$ cat src/rtl/pipeline_reg_decode_fwd.sv
// Decode-to-execute pipeline register with priority-ordered operand forwarding,
// load-use bubble insertion, external stall/flush and a saturating bubble counter.
module pipeline_reg_decode_fwd #(
  parameter int XLEN    = 32,
  parameter int NUM_FWD = 2,
  parameter int CNT_W   = 16
) (
  input  logic                    clk,
  input  logic                    rst,
  input  logic                    stall_in,
  input  logic                    flush_in,
  input  logic                    valid_in,
  input  logic                    write_enable_in,
  input  logic [4:0]              rd_sel_in,
  input  logic [4:0]              rs1_sel_in,
  input  logic [4:0]              rs2_sel_in,
  input  logic [XLEN-1:0]         rs1_value_in,
  input  logic [XLEN-1:0]         rs2_value_in,
  input  logic [XLEN-1:0]         mux_result_in,
  input  logic [6:0]              opcode_in,
  input  logic [6:0]              funct7_in,
  input  logic [2:0]              funct3_in,
  input  logic [NUM_FWD-1:0]      fwd_valid_in,
  input  logic [NUM_FWD-1:0]      fwd_pending_in,
  input  logic [5*NUM_FWD-1:0]    fwd_rd_sel_in,
  input  logic [XLEN*NUM_FWD-1:0] fwd_value_in,
  output logic                    valid_out,
  output logic                    write_enable_out,
  output logic [XLEN-1:0]         rs1_value_out,
  output logic [XLEN-1:0]         rs2_value_out,
  output logic [XLEN-1:0]         mux_result_out,
  output logic [6:0]              opcode_out,
  output logic [6:0]              funct7_out,
  output logic [4:0]              rd_sel_out,
  output logic [2:0]              funct3_out,
  output logic                    hazard_stall_out,
  output logic [CNT_W-1:0]        stall_cycles_out
);

  logic [XLEN:0]    rs1_res_s;
  logic [XLEN:0]    rs2_res_s;
  logic             hazard_s;

  logic             valid_r;
  logic             write_enable_r;
  logic [XLEN-1:0]  rs1_value_r;
  logic [XLEN-1:0]  rs2_value_r;
  logic [XLEN-1:0]  mux_result_r;
  logic [6:0]       opcode_r;
  logic [6:0]       funct7_r;
  logic [4:0]       rd_sel_r;
  logic [2:0]       funct3_r;
  logic [CNT_W-1:0] stall_cycles_r;

  // Returns {hazard, value}; the first matching source decides, even when it is still pending.
  function automatic logic [XLEN:0] resolve_operand(input logic [4:0] sel,
                                                    input logic [XLEN-1:0] rf_val);
    logic          found;
    logic [XLEN:0] res;
    found = 1'b0;
    res   = {1'b0, rf_val};
    if (sel != 5'd0) begin
      for (int i = 0; i < NUM_FWD; i++) begin
        if (!found && fwd_valid_in[i] && (fwd_rd_sel_in[5*i +: 5] == sel)) begin
          found = 1'b1;
          if (fwd_pending_in[i]) begin
            res = {1'b1, rf_val};
          end else begin
            res = {1'b0, fwd_value_in[XLEN*i +: XLEN]};
          end
        end else begin
          found = found;
        end
      end
    end else begin
      res = {1'b0, rf_val};
    end
    return res;
  endfunction

  // Operand resolution and the zero-latency freeze request.
  always_comb begin
    rs1_res_s = resolve_operand(rs1_sel_in, rs1_value_in);
    rs2_res_s = resolve_operand(rs2_sel_in, rs2_value_in);
    hazard_s  = valid_in & ~flush_in & ~stall_in & (rs1_res_s[XLEN] | rs2_res_s[XLEN]);
  end

  // Pipeline slot update: reset, flush, hold, hazard bubble, then normal load.
  always_ff @(posedge clk) begin
    if (rst) begin
      valid_r        <= 1'b0;
      write_enable_r <= 1'b0;
      rs1_value_r    <= {XLEN{1'b0}};
      rs2_value_r    <= {XLEN{1'b0}};
      mux_result_r   <= {XLEN{1'b0}};
      opcode_r       <= 7'd0;
      funct7_r       <= 7'd0;
      rd_sel_r       <= 5'd0;
      funct3_r       <= 3'd0;
      stall_cycles_r <= {CNT_W{1'b0}};
    end else if (flush_in || (!stall_in && hazard_s)) begin
      valid_r        <= 1'b0;
      write_enable_r <= 1'b0;
      rs1_value_r    <= {XLEN{1'b0}};
      rs2_value_r    <= {XLEN{1'b0}};
      mux_result_r   <= {XLEN{1'b0}};
      opcode_r       <= 7'd0;
      funct7_r       <= 7'd0;
      rd_sel_r       <= 5'd0;
      funct3_r       <= 3'd0;
      // hazard_s is already masked by flush, so only real hazard bubbles count.
      if (hazard_s && (stall_cycles_r != {CNT_W{1'b1}})) begin
        stall_cycles_r <= stall_cycles_r + {{(CNT_W-1){1'b0}}, 1'b1};
      end else begin
        stall_cycles_r <= stall_cycles_r;
      end
    end else if (stall_in) begin
      valid_r        <= valid_r;
      write_enable_r <= write_enable_r;
      rs1_value_r    <= rs1_value_r;
      rs2_value_r    <= rs2_value_r;
      mux_result_r   <= mux_result_r;
      opcode_r       <= opcode_r;
      funct7_r       <= funct7_r;
      rd_sel_r       <= rd_sel_r;
      funct3_r       <= funct3_r;
      stall_cycles_r <= stall_cycles_r;
    end else begin
      valid_r        <= valid_in;
      write_enable_r <= write_enable_in & valid_in;
      rs1_value_r    <= rs1_res_s[XLEN-1:0];
      rs2_value_r    <= rs2_res_s[XLEN-1:0];
      mux_result_r   <= mux_result_in;
      opcode_r       <= opcode_in;
      funct7_r       <= funct7_in;
      rd_sel_r       <= rd_sel_in;
      funct3_r       <= funct3_in;
      stall_cycles_r <= stall_cycles_r;
    end
  end

  assign valid_out        = valid_r;
  assign write_enable_out = write_enable_r;
  assign rs1_value_out    = rs1_value_r;
  assign rs2_value_out    = rs2_value_r;
  assign mux_result_out   = mux_result_r;
  assign opcode_out       = opcode_r;
  assign funct7_out       = funct7_r;
  assign rd_sel_out       = rd_sel_r;
  assign funct3_out       = funct3_r;
  assign hazard_stall_out = hazard_s;
  assign stall_cycles_out = stall_cycles_r;

endmodule

$ cat config.mk
export PLATFORM = sky130hd
export DESIGN_NAME = pipeline_reg_decode_fwd
export DESIGN_NICKNAME = d
export VERILOG_FILES = /design/src/rtl/pipeline_reg_decode_fwd.sv
export SDC_FILE = /design/constraint.sdc
export NUM_CORES = 1
export LEC_CHECK = 0
export CORE_ASPECT_RATIO = 0.8
export CORE_UTILIZATION = 42
export CTS_CLUSTER_SIZE = 20
export DETAILED_ROUTE_END_ITERATION = 7
export GPL_TIMING_DRIVEN = 0
export PLACE_DENSITY = 0.85
export SYNTH_ARGS = -nofsm -noshare
export SYNTH_HDL_FRONTEND = slang
export SYNTH_SLANG_ARGS = --single-unit
$ cat constraint.sdc
create_clock -name clk -period 2.7 [get_ports clk]
set_input_delay 0.54 -clock clk [delete_from_list [all_inputs] [get_ports clk]]
set_output_delay 0.54 -clock clk [all_outputs]
set_load 0.05 [all_outputs]
# Yosys cells after proc, flatten, opt, wreduce, memory -nomap -nowiden

Index checks and enable logic that the tools add are counted.

Register bits: 136
Input port bits: 212
Output and inout port bits: 137
Word-level logic and storage cells: 53

Add/subtract/negate cells: 1
Equality and inequality tests: 5
Multiplexer cells: 14
Bitwise logic cells: 7
Reduce and logical (&&, ||, !) cells: 16

Operator list:

| cell                                          | number |
|---|---|
| 2-to-1 mux 33 bit                             | 10 |
| == test 5 bit                                 | 4 |
| adder 16 x 1 -> 16 bit, second input constant | 1 |
| inequality test 16 bit, second input constant | 1 |
| nonzero test 5 bit                            | 2 |
| logical AND 1 bit                             | 8 |
| AND 1 bit                                     | 4 |
| 2-to-1 mux 1 bit                              | 4 |
| logical NOT 1 bit                             | 3 |
| NOT 1 bit                                     | 2 |
| AND reduction 2 bit                           | 1 |
| OR reduction 2 bit                            | 1 |
| logical OR 1 bit                              | 1 |
| bitwise OR 1 bit                              | 1 |

# Longest topological paths before layout

Word-level depth: 14
Gate-level depth with buffers: 10
Depth with buffers taken out: 8

# Worst setup path before layout

OpenSTA, ideal clock, no wires.

Path type: register to register
Start: register stall_cycles_r[0] (netlist: stall_cycles_out[0])
End: register stall_cycles_r[1] (netlist: stall_cycles_out[1])
Library setup time: 0.128 ns
Data arrival time: 2.434 ns
Required time: 2.572 ns
Slack: 0.139 ns
Cell stages (with the launch flop): 10
Path buffers: 1
Clock period less this slack: 2.561 ns
Cells stage by stage: dfxtp_1 ha_1 and2_1 nand4_1 nor3b_1 or2_2 o32a_1 clkbuf_1 mux2i_1 nor2_1

Cells in the longest elaborated chain, start to end: 3
Elaborated cells on any way between the ends: 4
Classes of those cells: 1 x add/sub; 1 x eq/ne; 2 x reduce/logical

Ends and longest elaborated chain:

| what                                                           | RTL line | source |
|---|---|---|
| from (decl)                                                    | 53       | `logic [CNT_W-1:0] stall_cycles_r;` |
| from (signal assigned)                                         | 100      | `stall_cycles_r <= {CNT_W{1'b0}};` |
| from (signal assigned)                                         | 113      | `stall_cycles_r <= stall_cycles_r + {{(CNT_W-1){1'b0}}, 1'b1};` |
| from (signal assigned)                                         | 115      | `stall_cycles_r <= stall_cycles_r;` |
| branches (longest 3 deep; another with adder 16 x 1 -> 16 bit) | --       |  |

Several ways; the timed one is not identified.
A chain may end at the register's enable or synchronous reset.

# Worst setup path in the final report

Start: input port fwd_rd_sel_in[5]
End: output port hazard_stall_out

Cells in the longest elaborated chain, start to end: 6
Elaborated cells on any way between the ends: 10
Classes of those cells: 2 x eq/ne; 4 x mux; 2 x bitwise; 2 x reduce/logical

Ends and longest elaborated chain:

| what               | RTL line | source |
|---|---|---|
| from (decl)        | 25       | `input logic [5*NUM_FWD-1:0] fwd_rd_sel_in,` |
| == test 5 bit      | 64       | `if (!found && fwd_valid_in[i] && (fwd_rd_sel_in[5*i +: 5] == sel)) begin` |
| logical AND 1 bit  | 64       |  |
| 2-to-1 mux 33 bit  | 64       |  |
| 2-to-1 mux 33 bit  | 62       | `if (sel != 5'd0) begin` |
| bitwise OR 1 bit * | 85       | `hazard_s = valid_in & ~flush_in & ~stall_in & (rs1_res_s[XLEN] \| rs2_res_s[XLEN]);` |
| AND 1 bit *        | 85       |  |
| to (decl)          | 36       | `output logic hazard_stall_out,` |

Mark *: on every way between the ends. The rest lies on a longest branch, timed or not.

==> qor.txt <==
Chip Height - 120.4 um
Startpoint class of the critical path - primary input
Area occupied by multi-input gates - 4262 um2
Core Util, Final - 70.77%
Sequential share of the synthesized area - 37.01%
Outcome - finished clean
Filler Cell Count - 1327
Crit-path cells - clkdlybuf4s50_1, xnor2_1, nand3_1, nor3_2, mux2i_2, o22a_2, inv_4, buf_8
Vias in the first global route - 8458
Reg2reg path depth - 9
Peak VDD IR - 0.3646 mV
Hold Path Stages - 2
Power share of the combinational group - 21.2%
Worst path required time - 2.16 ns
Slew HR - 44.50%
Post-CTS Hold Fix Bufs - 0
Final setup vio count - 0
Synth area leader - dfxtp_1
Gr ovfl total - 0
Routability cong. - 0.9337
Total of warnings raised by yosys - 0
Core Box Area - 16820 um2
Power Dens Cells - 500.2 nW/um2
Clock root cell - clkbuf_16
Sequential power share - 35.5%
IO Pins - 349
Net Switching - 1737 uW
Clk_lat worst skew - 0.43 ns
Initial antenna violation count - 0
Seq cells post-synth - 136
Clock Skews - 0.008371 ns
Slew Viols, Final - 0
CP Capture Type - output port
Max incr delay on CP - 0.52 ns
Top-area cell type share of the netlist area - 37.01%
Clock sinks - 136
Max_cap viols - 0
Achievable frequency - 372.9 MHz
1st-iter DRT viols - 731
RSZ-0062 raised after global routing - true
CTS tree - done
Sw frac - 29.18%
Layout area overhead - 61.75%
Mean Syn Cell Area - 8.248 um2
Most common cell after layout, fill and taps aside - clkdlybuf4s50_1
Vias per std cell - 5.922
Diode count - 0
CTS H-tree lvls - 4
WP data arrival - 2.14 ns
Max stage delay cell, worst path - clkdlybuf4s50_1
Top post-synthesis cells by area - dfxtp_1 37%, mux2i_1 10%, a221oi_1 6.9%, nor2b_1 5.6%, a21oi_1 4.8%
Leakage - 0.004552 uW
Pint - 4216 uW
Total Nets Final - 1473
Routed len/inst - 21.92 um
Clock Power Share - 43.3%
Worst-Margin Slew - 0.8325 ns
Pre-CTS WS - -1.039 ns
Syn Std Cell Area - 7357 um2
Net count after synthesis - 1105
Setup TNS - 0 ns
Site row count - 42
TritonCTS buffer count - 17
Worst Path Max Fanout - 4
Die Width - 150.0 um
Share of cells above drive strength 1 - 7.306%
Mapped Cells - 892
Register clock-pin slew on the reported worst setup and hold paths - 0.06 ns
Period Utilization, post-route - 99.33%
Starting Density - 43.75%
DP HPWL - 24.40 mm
PortBufs - 345
Total wire length - 32.73 mm
Commonest non-fill, non-tap cells in the layout - 327 x clkdlybuf4s50_1, 136 x dfxtp_1, 86 x nor2_1
First-pass GRT wire length - 47.75 mm
Yosys cell types - 42
Fin. Hold Viols - 0
Drt first pass iters - 7
Largest net degree at the start of global routing - 17
Crit path kind - primary input to output port
DR vias - 8842
Final worst setup slack - 0.01808 ns
Drt drc - 0
Final Critical Period - 2.682 ns
Register Area - 2723 um2
CTS Buffer Depth - 2
Die area - 18050 um2
Hold Crit Class - flop to flop
Remaining antenna violation count - 0
Gr usage total - 35.13%
-- layout make-up --
type	count	share of cell area [%]
sequential	136	22.88
clock buffer	17	3.575
inverter	33	1.062
timing repair buffer	351	29.46
tap	220	2.313
multi-input combinational	641	35.81
buffer	80	3.102
clock inverter	15	1.798
-- state kept, by name, indices dropped and copies added (netlist names) --
name / count
funct3_out: 3
funct7_out: 7
mux_result_out: 32
opcode_out: 7
rd_sel_out: 5
rs1_value_out: 32
rs2_value_out: 32
stall_cycles_out: 16
valid_out: 1
write_enable_out: 1
-- cells by family (layout without fill, tap and decap cells) --
group	Yosys count	in the layout	synth area share, %
and+or+nand+nor	311	311	21.31
AOI/OAI and AO/OA	232	232	22.30
DFF	136	136	37.01
buffers and inverters	115	496	6.377
muxes	76	76	10.34
xor gates and xnor gates	21	21	2.500
adders and majority gates	1	1	0.1700
-- power groups by stage --
stage	registers, uW	logic (uW)	clock network [uW]
after floorplan	2390	385	0
after global placement	2150	1210	0
after detailed placement	2160	1230	0
after CTS	2110	1240	2570
after global routing	2120	1320	2670
final	2110	1260	2570
-- stage by stage --
stage | cells | cell area [um2] | hold slack [ns] | total power, uW
CTS | 1492 | 11790 | 0.4677 | 5923
global placement | 1457 | 11090 | 0.4547 | 3368
finish | 1493 | 11900 | 0.4697 | 5953
detailed placement | 1457 | 11090 | 0.4599 | 3383
global route | 1493 | 11900 | 0.4852 | 6114
floorplan | 892 | 7357 | 0.6839 | 2770
-- synth_stat cells, drive strengths merged --
cell       n
o32ai     15
nor4       5
a21oi     70
nand4      3
ha         1
a41oi      1
or4        9
o21ai     29
nor3b      2
mux2i     76
o31ai     10
nor3      39
nor2      88
o22ai      4
and2       4
nor2b     66
or3       11
xnor2     11
o311ai     6
nand3     12
o2bb2ai   13
buf       14
o32a       1
a31oi      6
dfxtp    136
a211oi     1
clkbuf    68
inv       33
or2        3
a221oi    58
a2bb2oi    4
nand2b     6
and3      20
a221o     13
nand2     43
o22a       1
xor2      10
-- final timing paths --
kind                              end           startpoint  slack, ns
setup / recovery     hazard_stall_out     fwd_rd_sel_in[5]       0.02
hold / removal              valid_out            valid_out       0.47
setup reg to reg  stall_cycles_out[7]  stall_cycles_out[0]       0.25
hold reg to reg             valid_out            valid_out       0.47
-- repair_timing --
| item | in CTS | in global routing |
|---|---|---|
| pin swaps | 6 | 8 |
| gates resized for setup | 35 | 54 |
| setup buffers | 4 | 2 |
| endpoints found under the setup margin | 134 | 87 |
-- per-layer routing --
layer | up-vias | global-route usage [%] | wire, um
li1 | 4004 | - | -
met1 | 4169 | 43.47 | 12840
met2 | 590 | 57.00 | 15060
met3 | 79 | 10.08 | 3646
met4 | 0 | 14.39 | 1175
met5 | - | 0 | 0
-- critical path: cells and delay by family --
family | cells | cell delay [ns]
buf+inv | 3 | 0.74
mux | 1 | 0.12
xor+xnor | 1 | 0.13
compound gates | 1 | 0.24
simple gates | 2 | 0.36
Power figures use the tool's default switching activity.
